### config.mk
export PLATFORM = sky130hd
export DESIGN_NAME = decode_issue
export DESIGN_NICKNAME = d
export VERILOG_FILES = /design/src/rtl/mips_pkg.sv /design/src/rtl/control_decoder.sv /design/src/rtl/decode_issue.sv
export SDC_FILE = /design/constraint.sdc
export NUM_CORES = 1
export LEC_CHECK = 0
export ABC_AREA = 1
export CAP_MARGIN = 20
export CORE_MARGIN = 2
export CORE_UTILIZATION = 35
export CTS_CLUSTER_DIAMETER = 60
export CTS_CLUSTER_SIZE = 40
export DETAILED_ROUTE_END_ITERATION = 6
export SYNTH_ARGS = -nofsm -noshare
export SYNTH_HDL_FRONTEND = slang
export SYNTH_SLANG_ARGS = --single-unit
### constraint.sdc
create_clock -name clk -period 4.34 [get_ports clk]
set_clock_uncertainty 0.2 [all_clocks]
set_input_delay 0.434 -clock clk [delete_from_list [all_inputs] [get_ports clk]]
set_output_delay 0.434 -clock clk [all_outputs]
set_load 0.02 [all_outputs]
### src/rtl/mips_pkg.sv
// Shared MIPS encodings: ALU opcodes, opcode/funct values, operand-B select and branch kinds.
// Latency: none (constants and types only).
// Backpressure: not applicable.
package mips_pkg;

    // ALU opcode encoding, shared with the Execute-stage ALU
    localparam logic [3:0] ALU_AND = 4'd0;
    localparam logic [3:0] ALU_OR  = 4'd1;
    localparam logic [3:0] ALU_ADD = 4'd2;
    localparam logic [3:0] ALU_SLL = 4'd3;
    localparam logic [3:0] ALU_SRL = 4'd4;
    localparam logic [3:0] ALU_XOR = 4'd5;
    localparam logic [3:0] ALU_SUB = 4'd6;
    localparam logic [3:0] ALU_SLT = 4'd7;
    localparam logic [3:0] ALU_SRA = 4'd9;
    localparam logic [3:0] ALU_NOR = 4'd12;

    localparam logic [5:0] OP_RTYPE = 6'h00;
    localparam logic [5:0] OP_BEQ   = 6'h04;
    localparam logic [5:0] OP_BNE   = 6'h05;
    localparam logic [5:0] OP_ADDI  = 6'h08;
    localparam logic [5:0] OP_ADDIU = 6'h09;
    localparam logic [5:0] OP_SLTI  = 6'h0A;
    localparam logic [5:0] OP_ANDI  = 6'h0C;
    localparam logic [5:0] OP_ORI   = 6'h0D;
    localparam logic [5:0] OP_XORI  = 6'h0E;
    localparam logic [5:0] OP_LUI   = 6'h0F;
    localparam logic [5:0] OP_LW    = 6'h23;
    localparam logic [5:0] OP_SW    = 6'h2B;

    localparam logic [5:0] FN_SLL  = 6'h00;
    localparam logic [5:0] FN_SRL  = 6'h02;
    localparam logic [5:0] FN_SRA  = 6'h03;
    localparam logic [5:0] FN_ADD  = 6'h20;
    localparam logic [5:0] FN_ADDU = 6'h21;
    localparam logic [5:0] FN_SUB  = 6'h22;
    localparam logic [5:0] FN_SUBU = 6'h23;
    localparam logic [5:0] FN_AND  = 6'h24;
    localparam logic [5:0] FN_OR   = 6'h25;
    localparam logic [5:0] FN_XOR  = 6'h26;
    localparam logic [5:0] FN_NOR  = 6'h27;
    localparam logic [5:0] FN_SLT  = 6'h2A;

    localparam logic [1:0] MUXB_REG   = 2'd0;
    localparam logic [1:0] MUXB_IMM   = 2'd1;
    localparam logic [1:0] MUXB_SHAMT = 2'd2;

    localparam logic [1:0] BR_NONE = 2'd0;
    localparam logic [1:0] BR_BEQ  = 2'd1;
    localparam logic [1:0] BR_BNE  = 2'd2;

    // Decoded control bundle for one instruction word
    typedef struct packed {
        logic [4:0]  rs;
        logic [4:0]  rt;
        logic [4:0]  dest;
        logic [4:0]  shamt;
        logic [31:0] imm;
        logic [3:0]  alu_fn;
        logic [1:0]  muxb;
        logic [1:0]  branch;
        logic        reg_write;
        logic        mem_read;
        logic        mem_write;
        logic        uses_rs;
        logic        uses_rt;
        logic        illegal;
    } ctrl_t;

    // Contents of the ID/EX pipeline register
    typedef struct packed {
        logic        valid;
        logic [31:0] pc;
        logic [4:0]  rs;
        logic [4:0]  rt;
        logic [4:0]  dest;
        logic [31:0] imm;
        logic [4:0]  shamt;
        logic [1:0]  muxb;
        logic [3:0]  alu_fn;
        logic        reg_write;
        logic        mem_read;
        logic        mem_write;
        logic [1:0]  branch;
    } idex_t;

endpackage

### src/rtl/control_decoder.sv
// Pure combinational MIPS instruction decoder: instruction word -> control bundle.
// Latency: zero cycles (combinational).
// Backpressure: none; the caller decides whether the result is used.
module control_decoder
    import mips_pkg::*;
(
    input  logic [31:0] instr,
    output ctrl_t       ctrl
);

    logic [5:0] op;
    logic [5:0] funct;

    assign op    = instr[31:26];
    assign funct = instr[5:0];

    // Decode opcode/funct into ALU function, operand select, immediate and control bits
    always_comb begin
        ctrl           = '0;
        ctrl.rs        = instr[25:21];
        ctrl.rt        = instr[20:16];
        ctrl.shamt     = instr[10:6];
        ctrl.dest      = instr[20:16];
        ctrl.imm       = {{16{instr[15]}}, instr[15:0]};
        ctrl.uses_rs   = 1'b1;
        case (op)
            OP_RTYPE: begin
                ctrl.dest      = instr[15:11];
                ctrl.reg_write = 1'b1;
                ctrl.uses_rt   = 1'b1;
                ctrl.muxb      = MUXB_REG;
                case (funct)
                    FN_ADD, FN_ADDU: ctrl.alu_fn = ALU_ADD;
                    FN_SUB, FN_SUBU: ctrl.alu_fn = ALU_SUB;
                    FN_AND:          ctrl.alu_fn = ALU_AND;
                    FN_OR:           ctrl.alu_fn = ALU_OR;
                    FN_XOR:          ctrl.alu_fn = ALU_XOR;
                    FN_NOR:          ctrl.alu_fn = ALU_NOR;
                    FN_SLT:          ctrl.alu_fn = ALU_SLT;
                    FN_SLL: begin
                        ctrl.alu_fn  = ALU_SLL;
                        ctrl.muxb    = MUXB_SHAMT;
                        ctrl.uses_rs = 1'b0;
                    end
                    FN_SRL: begin
                        ctrl.alu_fn  = ALU_SRL;
                        ctrl.muxb    = MUXB_SHAMT;
                        ctrl.uses_rs = 1'b0;
                    end
                    FN_SRA: begin
                        ctrl.alu_fn  = ALU_SRA;
                        ctrl.muxb    = MUXB_SHAMT;
                        ctrl.uses_rs = 1'b0;
                    end
                    default: begin
                        ctrl.illegal   = 1'b1;
                        ctrl.reg_write = 1'b0;
                    end
                endcase
            end
            OP_ADDI, OP_ADDIU: begin
                ctrl.alu_fn = ALU_ADD; ctrl.muxb = MUXB_IMM; ctrl.reg_write = 1'b1;
            end
            OP_SLTI: begin
                ctrl.alu_fn = ALU_SLT; ctrl.muxb = MUXB_IMM; ctrl.reg_write = 1'b1;
            end
            OP_ANDI: begin
                ctrl.alu_fn = ALU_AND; ctrl.muxb = MUXB_IMM; ctrl.reg_write = 1'b1;
                ctrl.imm    = {16'h0, instr[15:0]};
            end
            OP_ORI: begin
                ctrl.alu_fn = ALU_OR; ctrl.muxb = MUXB_IMM; ctrl.reg_write = 1'b1;
                ctrl.imm    = {16'h0, instr[15:0]};
            end
            OP_XORI: begin
                ctrl.alu_fn = ALU_XOR; ctrl.muxb = MUXB_IMM; ctrl.reg_write = 1'b1;
                ctrl.imm    = {16'h0, instr[15:0]};
            end
            OP_LUI: begin
                ctrl.alu_fn  = ALU_OR; ctrl.muxb = MUXB_IMM; ctrl.reg_write = 1'b1;
                ctrl.imm     = {instr[15:0], 16'h0};
                ctrl.uses_rs = 1'b0;
            end
            OP_LW: begin
                ctrl.alu_fn   = ALU_ADD; ctrl.muxb = MUXB_IMM;
                ctrl.mem_read = 1'b1; ctrl.reg_write = 1'b1;
            end
            OP_SW: begin
                ctrl.alu_fn    = ALU_ADD; ctrl.muxb = MUXB_IMM;
                ctrl.mem_write = 1'b1; ctrl.uses_rt = 1'b1;
            end
            OP_BEQ: begin
                ctrl.alu_fn = ALU_SUB; ctrl.muxb = MUXB_REG;
                ctrl.branch = BR_BEQ; ctrl.uses_rt = 1'b1;
            end
            OP_BNE: begin
                ctrl.alu_fn = ALU_SUB; ctrl.muxb = MUXB_REG;
                ctrl.branch = BR_BNE; ctrl.uses_rt = 1'b1;
            end
            default: ctrl.illegal = 1'b1;
        endcase
        // $0 is hardwired; never request a write to it
        if (ctrl.dest == 5'd0) ctrl.reg_write = 1'b0;
    end

endmodule

### src/rtl/decode_issue.sv
// ID stage: decodes the fetched word, detects load-use hazards and fills the ID/EX register.
// Latency: one cycle from accept (if_valid & id_ready) to ex_valid.
// Backpressure: id_ready drops on ex_hold, load-use hazard or reset; fetch re-presents the word.
module decode_issue
    import mips_pkg::*;
#(
    parameter bit ILLEGAL_AS_NOP = 1'b1
) (
    input  logic        clk,
    input  logic        rst_n,
    input  logic        if_valid,
    input  logic [31:0] if_instr,
    input  logic [31:0] if_pc,
    output logic        id_ready,
    input  logic        flush,
    input  logic        ex_hold,
    output logic [4:0]  rf_rs_addr,
    output logic [4:0]  rf_rt_addr,
    output logic        ex_valid,
    output logic [31:0] ex_pc,
    output logic [4:0]  ex_rs,
    output logic [4:0]  ex_rt,
    output logic [4:0]  ex_dest,
    output logic [31:0] ex_SignExtImm,
    output logic [4:0]  ex_shamt,
    output logic [1:0]  ex_mux_1_flag,
    output logic [3:0]  ex_Alu_function,
    output logic        ex_reg_write,
    output logic        ex_mem_read,
    output logic        ex_mem_write,
    output logic [1:0]  ex_branch,
    output logic        illegal
);

    ctrl_t ctrl;
    idex_t ex_q;
    idex_t dec;
    logic  illegal_q;
    logic  hazard;
    logic  accept;

    control_decoder u_dec (
        .instr (if_instr),
        .ctrl  (ctrl)
    );

    assign rf_rs_addr = if_instr[25:21];
    assign rf_rt_addr = if_instr[20:16];

    // Load-use: the load in EX writes a register this instruction really reads
    always_comb begin
        hazard = ex_q.valid & ex_q.mem_read & (ex_q.dest != 5'd0) &
                 ((ctrl.uses_rs & (ex_q.dest == ctrl.rs)) |
                  (ctrl.uses_rt & (ex_q.dest == ctrl.rt)));
    end

    assign id_ready = rst_n & ~ex_hold & ~hazard;
    assign accept   = if_valid & id_ready;

    // Build the ID/EX image of the presented instruction; illegal words may become a bubble
    always_comb begin
        dec           = '0;
        dec.valid     = 1'b1;
        dec.pc        = if_pc;
        dec.rs        = ctrl.rs;
        dec.rt        = ctrl.rt;
        dec.dest      = ctrl.dest;
        dec.imm       = ctrl.imm;
        dec.shamt     = ctrl.shamt;
        dec.muxb      = ctrl.muxb;
        dec.alu_fn    = ctrl.alu_fn;
        dec.reg_write = ctrl.reg_write;
        dec.mem_read  = ctrl.mem_read;
        dec.mem_write = ctrl.mem_write;
        dec.branch    = ctrl.branch;
        if (ctrl.illegal && ILLEGAL_AS_NOP) dec = '0;
    end

    // ID/EX register: reset > flush > hold > hazard > accept > bubble
    always_ff @(posedge clk) begin
        if (!rst_n) begin
            ex_q      <= '0;
            illegal_q <= 1'b0;
        end else begin
            // a wrong-path word killed by flush does not report illegal
            illegal_q <= accept & ctrl.illegal & ~flush;
            if (flush)        ex_q <= '0;
            else if (ex_hold) ex_q <= ex_q;
            else if (hazard)  ex_q <= '0;
            else if (accept)  ex_q <= dec;
            else              ex_q <= '0;
        end
    end

    assign ex_valid        = ex_q.valid;
    assign ex_pc           = ex_q.pc;
    assign ex_rs           = ex_q.rs;
    assign ex_rt           = ex_q.rt;
    assign ex_dest         = ex_q.dest;
    assign ex_SignExtImm   = ex_q.imm;
    assign ex_shamt        = ex_q.shamt;
    assign ex_mux_1_flag   = ex_q.muxb;
    assign ex_Alu_function = ex_q.alu_fn;
    assign ex_reg_write    = ex_q.reg_write;
    assign ex_mem_read     = ex_q.mem_read;
    assign ex_mem_write    = ex_q.mem_write;
    assign ex_branch       = ex_q.branch;
    assign illegal         = illegal_q;

endmodule
==> results of run 1 <==
==> per-stage QoR <==
step / utilization / std cells / area, um^2
6_report: 0.491 / 1229 / 7390
3_5_place_dp: 0.470 / 1213 / 7070
4_1_cts: 0.491 / 1229 / 7390
5_1_grt: 0.491 / 1229 / 7390
2_1_floorplan: - / 900 / 5320
3_3_place_gp: 0.470 / 1213 / 7070
==> area by class of cell <==
type	instances	share of cell area
inverter	130	0.0660
tap	188	0.0318
sequential	97	0.263
clock inverter	5	0.00847
multi-input combinational	614	0.349
timing repair buffer	184	0.248
clock buffer	11	0.0342
==> state kept, by name, indices dropped and copies added (netlist names) <==
| signal | cells |
|---|---|
| ex_SignExtImm | 32 |
| ex_pc | 32 |
| ex_dest | 5 |
| ex_rs | 5 |
| ex_rt | 5 |
| ex_shamt | 5 |
| ex_Alu_function | 4 |
| ex_branch | 2 |
| ex_mux_1_flag | 2 |
| ex_mem_read | 1 |
| ex_mem_write | 1 |
| ex_reg_write | 1 |
| ex_valid | 1 |
| illegal | 1 |
==> path summary, 6_finish.rpt <==
kind,to,cells past startpoint
hold / removal,ex_mux_1_flag[1]$_SDFFE_PP0N_,2
setup / recovery,id_ready,9
setup reg to reg,ex_SignExtImm[24]$_SDFFE_PP0N_,14
hold reg to reg,ex_mux_1_flag[1]$_SDFFE_PP0N_,2
==> logic make-up (layout without fill, tap and decap cells) <==
logic type	after synthesis	after routing	share of synthesized area
simple gates	560	560	0.426
buf+inv	189	330	0.154
flops	97	97	0.365
compound gates	49	49	0.0470
xor+xnor	5	5	0.00823
==> layout by cell type (no fill, tap or decap), drive strengths merged, types with 11 or more instances in the layout <==
master,instances
a21oi,26
clkbuf,11
clkdlybuf4s50,175
dfxtp,97
inv,131
nand2,206
nand3,40
nand4,18
nor2,290
o21ai,21
==> power by group <==
part	internal (mW)	leakage (nW)	total, mW	switching [mW]
combinational	0.105	2.45	0.261	0.156
clock	0.482	0.148	0.854	0.372
sequential	0.893	0.781	0.894	0.00177
total	1.48	3.38	2.01	0.529
==> worst max-delay path: cells and delay by family <==
family,cells,cell delay (ns)
buffers and inverters,3,1.39
and+or+nand+nor,5,0.94
AOI/OAI and AO/OA,1,0.16
==> per-layer routing <==
| layer | routed length [um] | share of wire | vias to the layer above |
|---|---|---|---|
| li1 | - | - | 2941 |
| met1 | 7560 | 0.48 | 2409 |
| met2 | 6810 | 0.43 | 157 |
| met3 | 1180 | 0.075 | 12 |
| met4 | 179 | 0.011 | 0 |
| met5 | 0 | 0 | - |
==> metrics.txt, run 1 <==
worst skew pair latency=between 0.3 and 0.4 ns; Slew headroom=0.579; Vert. Die Dim=approximately 130 um; hold path start=ex_mux_1_flag[1]$_SDFFE_PP0N_; starting density of the core=0.354; final worst path period need=between 3 and 4 ns; Post-Route WL=around 16,000 um; GR Util met2=0.296; top post-synthesis cells by count=nor2_1 (285), nand2_1 (205), inv_1 (126); DRC Markers=0; GR Layer Usage met3=0.0536; PD cells=roughly 270 nW/um^2; worst slack, placed=around 0.71 ns; PortBufs=176; DRT Pass-1 Iters=5; Detail Route Antenna Nets=0; Tcrit/Tclk final=0.820; CP startpoint kind=input pin; final hold vios=0; Die Area=between 15,000 and 20,000 um^2; Wirelength per Cell=approximately 13 um; TritonCTS clock tree=done; Mapped Cells=900; detailed placer's ending HPWL=about 11,000 um; Avg Synthesized Cell Area=about 6 um^2; post-CTS sizing=0; core area=15,000 um^2; R2R Path Start=ex_dest[2]$_SDFFE_PP0N_; Detailed Route Iter0 Violations=275; FP Rows=between 40 and 50; Clk Tree Root Cell=clkbuf_16; Distinct cells, synth=29; GPL Wtd Cong=just under 0.9; Crit. End Element=primary output; critical path arrival=~2.9 ns; Reg clk slew, reported paths=around 0.070 ns; Inserted Diodes=0; post-synthesis sequential area ratio=0.365; Slew @ Worst Pin=0.631 ns; cell with the most instances after synthesis=nor2_1; Pleak=3.38 nW; I/O pins=about 180; Synth Net Count=~970; wire length of the first global-routing pass=25,200 um; crit path cell chain=clkdlybuf4s50_1, nand2_1, inv_2, nand3_1, nand3_2, nand3_1, nand2_1, a21boi_0, clkdlybuf4s50_1; Synth Warn #=0; FILL cells=1,622; Seq cells post-synth=97; Power Total=around 2.0 mW; initial antenna violation count=0; max cap viols=0; sequential cell area=around 1900 um^2; EDFF count, synth=0; number of vias per cell=4.49; CP required=~3.7 ns; CP startpoint=if_instr[27]; Die X=127 um; Area Growth Syn to Fin=38.8%; Async SR Flop Fraction=0; top-area cell type share of the netlist area=0.365; Fin Hold WS=~0.26 ns; # setup viols final=0; CTS Sinks=97; CP peak stage delay=between 0.6 and 0.7 ns; setup TNS=0 ns; primary flip-flop cell chosen by synthesis mapping=dfxtp_1; Clock Tree Buf Depth=2; Worst VDD drop=0.000171 V; Max Slew Vio Count=0; R2R Setup Slk=1.75 ns; largest net degree at the start of global routing=57; htree depth=3; setup ws final=just under 0.8 ns; grt ovf=0; total CTS buffers=9; cts hold-fix bufs=0; Critical Path Fanout Max=16; critical path's slowest cell=clkdlybuf4s50_1; RSZ-0062 raised after global routing=no; Crit Path Category=in2out; M1 GR Usage=0.274; multi-input logic area=2580 um^2; nets=around 1,100; via count=between 5,000 and 6,000; area leader, netlist=dfxtp_1; vias in the first global route=between 4,000 and 5,000; postcts setup bufs=0; busiest layer in global routing=met2; mapped cell area=around 5300 um^2; layout cells sized above 1=0.0394; synth top area cells=dfxtp_1 (36%), nor2_1 (20%), nand2_1 (14%); Highest Clock Rate=between 200 and 300 MHz; Total GRT Usage=0.195; status=finished, final reports clean; worst min-delay path class=reg2reg
Note: power is estimated with default switching activity, not from simulation.
==> run 2: changes to the inputs <==
- PLACE_DENSITY: not set -> 0.66
- clock period: 4.34 -> 3.1 ns (I/O delays scaled with it)
==> run 2 against run 1 <==
Against the previous run: combinational power increased by 48%; final cell count increased by 1.5%; hold slack better by 0.00057 ns; critical endpoint unchanged; routed wire length rose by 1.2%; global-route usage about the same; via count rose by 1.3%; register-to-register slack got worse by 0.89 ns.
==> metrics.txt, run 2 (same netlist as run 1, synthesis figures left out) <==
CP top delay family=buffers and inverters; Die X=127 um (unchanged); Clk Tree Root Cell=clkbuf_16; PortBufs=176 (unchanged); FP Rows=45 (unchanged); WHS Path Cells=2 (unchanged); crit path cell chain=clkdlybuf4s50_1, nor2_4, buf_4, nand3_1, nand3_2, nand3_1, nand2_1, a21boi_0, clkdlybuf4s50_1; CP peak stage delay=0.68 ns (about the same); critical path arrival=2.51 ns (-0.41 ns); Crit Path Category=in2out; Fin Hold WS=0.266 ns (+0.000571 ns); fin util=0.503 (+0.0114); total CTS buffers=9 (unchanged); Area Growth Syn to Fin=42.1%; Post-Route WL=15,900 um (+1.2%); placed insts=1,232 (+1.6%); setup ws final=0.0821 ns (-0.701 ns); vias in the first global route=5,014 (+2.1%); RSZ-0062 raised after global routing=no; # setup viols final=0 (unchanged); Slew headroom=0.305 (-0.274); via count=5,588 (+1.3%); TritonCTS clock tree=done; core area=15,000 um^2 (unchanged); post-CTS sizing=0 (unchanged); wire length of the first global-routing pass=25,400 um (+0.85%); starting density of the core=0.354 (unchanged); Slew @ Worst Pin=1.04 ns (+0.411 ns); worst skew pair latency=0.34 ns (about the same); Pleak=3.49 nW (+3.1%); sequential cell area=1940 um^2 (unchanged); initial antenna violation count=0 (unchanged); Detailed Route Iter0 Violations=386 (+40%); status=finished, final reports clean; final worst path period need=3.02 ns; Non-Filler Instances=1,248 (+1.5%); CTS Sinks=97 (unchanged); worst slack, placed=0.188 ns (-0.520 ns); Crit. End Element=primary output; worst min-delay path class=reg2reg; final instance area=7560 um^2 (+2.3%); most frequent cells in the layout=nor2_1 (285), nand2_1 (205), clkdlybuf4s50_1 (175); Inserted Diodes=0 (unchanged); multi-input logic area=2580 um^2 (unchanged); largest net degree at the start of global routing=97 (+70%); number of vias per cell=4.48 (-0.29%); Detail Route Antenna Nets=0 (unchanged); DRC Markers=0 (unchanged); setup TNS=0 ns (unchanged); final hold vios=0 (unchanged); postcts setup bufs=0 (unchanged); Total GRT Usage=0.196 (about the same); cts hold-fix bufs=0 (unchanged); detailed placer's ending HPWL=11,200 um (+2.4%); Power Total=2.87 mW (+43%); Critical Path Fanout Max=8 (-8); GPL Wtd Cong=0.899 (+3.2%); critical path's slowest cell=clkdlybuf4s50_1; layout cells sized above 1=0.0547 (+0.0153); Vert. Die Dim=127 um (unchanged); grt ovf=0 (unchanged); Die Area=16,200 um^2 (unchanged); Max Slew Vio Count=0 (unchanged); Tcrit/Tclk final=0.974; Worst VDD drop=0.000227 V (+32%); Critical Path Stages=9 (unchanged); Cell Area, Placed=7240 um^2 (+2.4%); FILL cells=1,553 (-4.3%); Reg clk slew, reported paths=0.07 ns (about the same); htree depth=3 (unchanged); I/O pins=177 (unchanged); commonest non-fill, non-tap cell in the layout=nor2_1; nets=1,124 (+1.7%); Clock Tree Buf Depth=2 (unchanged); max cap viols=0 (unchanged); Highest Clock Rate=approximately 330 MHz; PD cells=379 nW/um^2 (+39%); CP startpoint kind=input pin; R2R depth=14 (unchanged); critical path buffer and inverter count=3 (unchanged); Wirelength per Cell=12.7 um (-0.33%); DRT Pass-1 Iters=5 (unchanged); CP required=2.59 ns (-1.12 ns)
## run 2: cell count changes in the layout (fill, tap and decap cells not counted)
cell / previous run / this run
buf_4: 8 / 25
buf_12: 1 / 3
clkbuf_1: 0 / 2
clkbuf_8: 2 / 0
clkinvlp_4: 2 / 0
bufinv_16: 1 / 2
inv_6: 1 / 2
## run 2: path summary, 6_finish.rpt
kind | slack, ns | to | from
worst min register to register | 0.27 | ex_reg_write$_SDFFE_PP0N_ | ex_reg_write$_SDFFE_PP0N_
worst max-delay path | 0.08 | id_ready | if_instr[31]
worst max register to register | 0.86 | ex_shamt[4]$_SDFFE_PP0N_ | ex_dest[2]$_SDFFE_PP0N_
worst min-delay path | 0.27 | ex_reg_write$_SDFFE_PP0N_ | ex_reg_write$_SDFFE_PP0N_
## run 2: layer usage
metal	part of all wire	track usage	vias to the layer above	routed length (um)
met3	0.062	0.0444	16	983
met1	0.49	0.271	2450	7780
met5	0	0	-	0
met2	0.43	0.306	135	6900
met4	0.016	0.0556	0	255
li1	-	-	2987	-
## run 2: cell type report
| cell class | instances | area share |
|---|---|---|
| clock inverters | 5 | 0.0114 |
| well taps | 188 | 0.0311 |
| multi-input cells | 614 | 0.341 |
| clock buffers | 11 | 0.0308 |
| inverters | 130 | 0.0645 |
| repair buffers | 203 | 0.264 |
| flip-flops and latches | 97 | 0.257 |
## run 2: tightest hold or removal path, stage by stage, from the launching register on
cell and delay, ns:
dfxtp_1 0.31, nand2_1 0.06, a21oi_1 0.05
## run 2: power breakdown
part	total (mW)	switching, mW	internal, mW
Combinational	0.385	0.222	0.163
Sequential	1.25	0.00244	1.25
Clock	1.23	0.513	0.716
==> run 3: changes to the inputs <==
--- a/config.mk
+++ b/config.mk
@@ -7,5 +7,4 @@
 export LEC_CHECK = 0
 export ABC_AREA = 1
-export CAP_MARGIN = 20
 export CORE_MARGIN = 2
 export CORE_UTILIZATION = 35
==> constraint.sdc (replaced) <==
create_clock -name clk -period 3.1 [get_ports clk]
set_clock_uncertainty 0.2 [all_clocks]
set_input_delay 0.62 -clock clk [delete_from_list [all_inputs] [get_ports clk]]
set_output_delay 0.62 -clock clk [all_outputs]
set_load 0.02 [all_outputs]
==> run 3 against run 2 <==
Against the previous run: die area unchanged; final cell count increased by 2.2%; global-route usage decreased by 0.064 points; combinational power is 5.7% higher; highest routed layer unchanged; clock power decreased by 6%; critical path type unchanged; via count rose by 2.8%; critical endpoint unchanged; sequential power hardly changed; routed wire length up 0.51%; flip-flop and latch count unchanged; hold slack better by 0.0049 ns; non-clock buffer count grew 27; largest power group unchanged; sequential share of layout area is 0.66 points lower.
==> metrics.txt, run 3 (same netlist as run 1, synthesis figures left out) <==
status=finished, final reports clean; hold path start=ex_reg_write$_SDFFE_PP0N_; via count=5,743 (+2.8%); I/O pins=177 (unchanged); DRC Markers=0 (unchanged); detailed placer's ending HPWL=11,400 um (+1.8%); Inserted Diodes=0 (unchanged); wire length of the first global-routing pass=25,400 um (-0.14%); Worst VDD drop=0.000228 V (+0.50%); CTS Sinks=97 (unchanged); sequential share of power=0.443 (+0.006); postcts setup bufs=0 (unchanged); switching pwr=758 uW (+2.8%); setup ws final=0.121 ns (+0.0390 ns); RSZ-0062 raised after global routing=no; CP startpoint kind=input pin; Area Growth Syn to Fin=45.8%; grt ovf=0 (unchanged); Internal=2.07 mW (-3.0%); critical path's slowest cell=clkdlybuf4s50_1; Detailed Route Iter0 Violations=267 (-31%); Die X=127 um (unchanged); M1 GR Usage=0.264 (-0.00665); Clock Tree Buf Depth=2 (unchanged); Cell Area, Placed=7460 um^2 (+3.0%); Critical Path Fanout Max=5 (-3); max cap viols=0 (unchanged); Post-Route WL=16,000 um (+0.51%); Crit. End Element=primary output; PortBufs=176 (unchanged); CP top delay family=simple AND/OR/NAND/NOR gates; Crit Path Category=in2out; final instance area=7760 um^2 (+2.6%); vias in the first global route=5,068 (+1.1%); WHS Path Cells=2 (unchanged); layout cells sized above 1=0.0837 (+0.0290); htree depth=3 (unchanged); DRT Pass-1 Iters=5 (unchanged); Non-Filler Instances=1,275 (+2.2%); final worst path period need=2.98 ns (-0.0390 ns); nets=1,151 (+2.4%); most frequent cells in the layout=nor2_1 (282), nand2_1 (205), clkdlybuf4s50_1 (174); Highest Clock Rate=336 MHz (+1.3%); clock power share=0.412 (-0.017); Wirelength per Cell=12.5 um (-1.6%); setup TNS=0 ns (unchanged); GR Util met2=0.306 (+0.000315); CP peak stage delay=0.46 ns (-0.22 ns); Pleak=3.62 nW (+3.8%); worst min-delay path class=reg2reg; number of vias per cell=4.50 (+0.60%); R2R depth=15 (+1); worst skew pair latency=0.35 ns (about the same); CP required=2.28 ns (-0.31 ns); Worst Hold End=ex_reg_write$_SDFFE_PP0N_; # setup viols final=0 (unchanged); worst slack, placed=-0.383 ns (-0.571 ns); Reg clk slew, reported paths=0.07 ns (about the same); critical path arrival=2.16 ns (-0.35 ns); Slew @ Worst Pin=1.03 ns (-0.00847 ns); busiest layer in global routing=met2; Tcrit/Tclk final=0.961 (-0.0126); core area=15,000 um^2 (unchanged); sequential cell area=1940 um^2 (unchanged); PD cells=364 nW/um^2 (-4.0%); FP Rows=45 (unchanged); critical path buffer and inverter count=2 (-1); Detail Route Antenna Nets=0 (unchanged); R2R Path Start=ex_dest[2]$_SDFFE_PP0N_; R2R Setup Slk=1.00 ns (+0.14 ns); TritonCTS clock tree=done; commonest non-fill, non-tap cell in the layout=nor2_1; Total GRT Usage=0.195 (-0.000642); crit path cell chain=clkdlybuf4s50_1, nor2_4, nand3_2, nor2_1, nor2_1, nand2_1, nand2_1, a21boi_1, buf_2; final hold vios=0 (unchanged); placed insts=1,259 (+2.2%); cts hold-fix bufs=0 (unchanged); Vert. Die Dim=127 um (unchanged); Max Slew Vio Count=0 (unchanged); initial antenna violation count=0 (unchanged); largest net degree at the start of global routing=97 (unchanged); reg2reg end=ex_SignExtImm[0]$_SDFFE_PP0N_; total CTS buffers=9 (unchanged); CP startpoint=if_instr[30]; GR Layer Usage met3=0.0419 (-0.00251); Slew headroom=0.311 (+0.00565); multi-input logic area=2580 um^2 (+0.29%); Die Area=16,200 um^2 (unchanged); FILL cells=1,530 (-1.5%); starting density of the core=0.354 (unchanged); Sw Ratio=0.268 (+0.0113); fin util=0.516 (+0.0133); combinational power share=0.144 (+0.010); GPL Wtd Cong=0.869 (-3.3%); Clk Tree Root Cell=clkbuf_16
[run 3: worst max path at each step]
| stage | to | slack [ns] | cells past startpoint |
|---|---|---|---|
| finish | id_ready | 0.12 | 9 |
| global route | id_ready | 0.04 | 9 |
| CTS | id_ready | 0.02 | 9 |
| detailed placement | id_ready | -0.38 | 9 |
| global placement | id_ready | -0.37 | 11 |
| floorplan | id_ready | 0.43 | 4 |
[run 3: stage by stage]
step / hold WS, ns / total power, mW
4_1_cts: 0.272 / 2.85
5_1_grt: 0.293 / 2.93
6_report: 0.270 / 2.82
3_5_place_dp: 0.260 / 1.69
2_1_floorplan: 0.345 / 1.48
3_3_place_gp: 0.255 / 1.69
[run 3: per-layer routing]
layer,wire (um),up-vias
met4,310,0
met3,1020,21
met5,0,-
met2,6980,171
met1,7680,2516
li1,-,3035
[run 3: repair_timing]
item	4_1_cts	5_1_grt
cloned	0	0
gates resized for setup	5	4
endpoints found under the setup margin	1	1
pin swaps	0	1
[run 3: layout make-up]
| class | count | area share |
|---|---|---|
| Clock inverter | 7 | 0.00984 |
| Inverter | 130 | 0.0629 |
| Multi-Input combinational cell | 614 | 0.333 |
| Tap cell | 188 | 0.0303 |
| Clock buffer | 9 | 0.0290 |
| Timing Repair Buffer | 230 | 0.285 |
| Sequential cell | 97 | 0.250 |
[run 3: power by group through the flow]
stage / logic, mW / registers, mW / clock network (mW)
floorplan: 0.198 / 1.29 / 0
global placement: 0.406 / 1.28 / 0
detailed placement: 0.406 / 1.28 / 0
CTS: 0.408 / 1.25 / 1.19
global route: 0.447 / 1.25 / 1.23
finish: 0.407 / 1.25 / 1.16
[run 3: tightest hold or removal path, delay by kind of cell (launching register included)]
| family | cells | cell delay, ns |
|---|---|---|
| and+or+nand+nor | 1 | 0.06 |
| AOI/OAI and AO/OA | 1 | 0.05 |
| DFF | 1 | 0.31 |
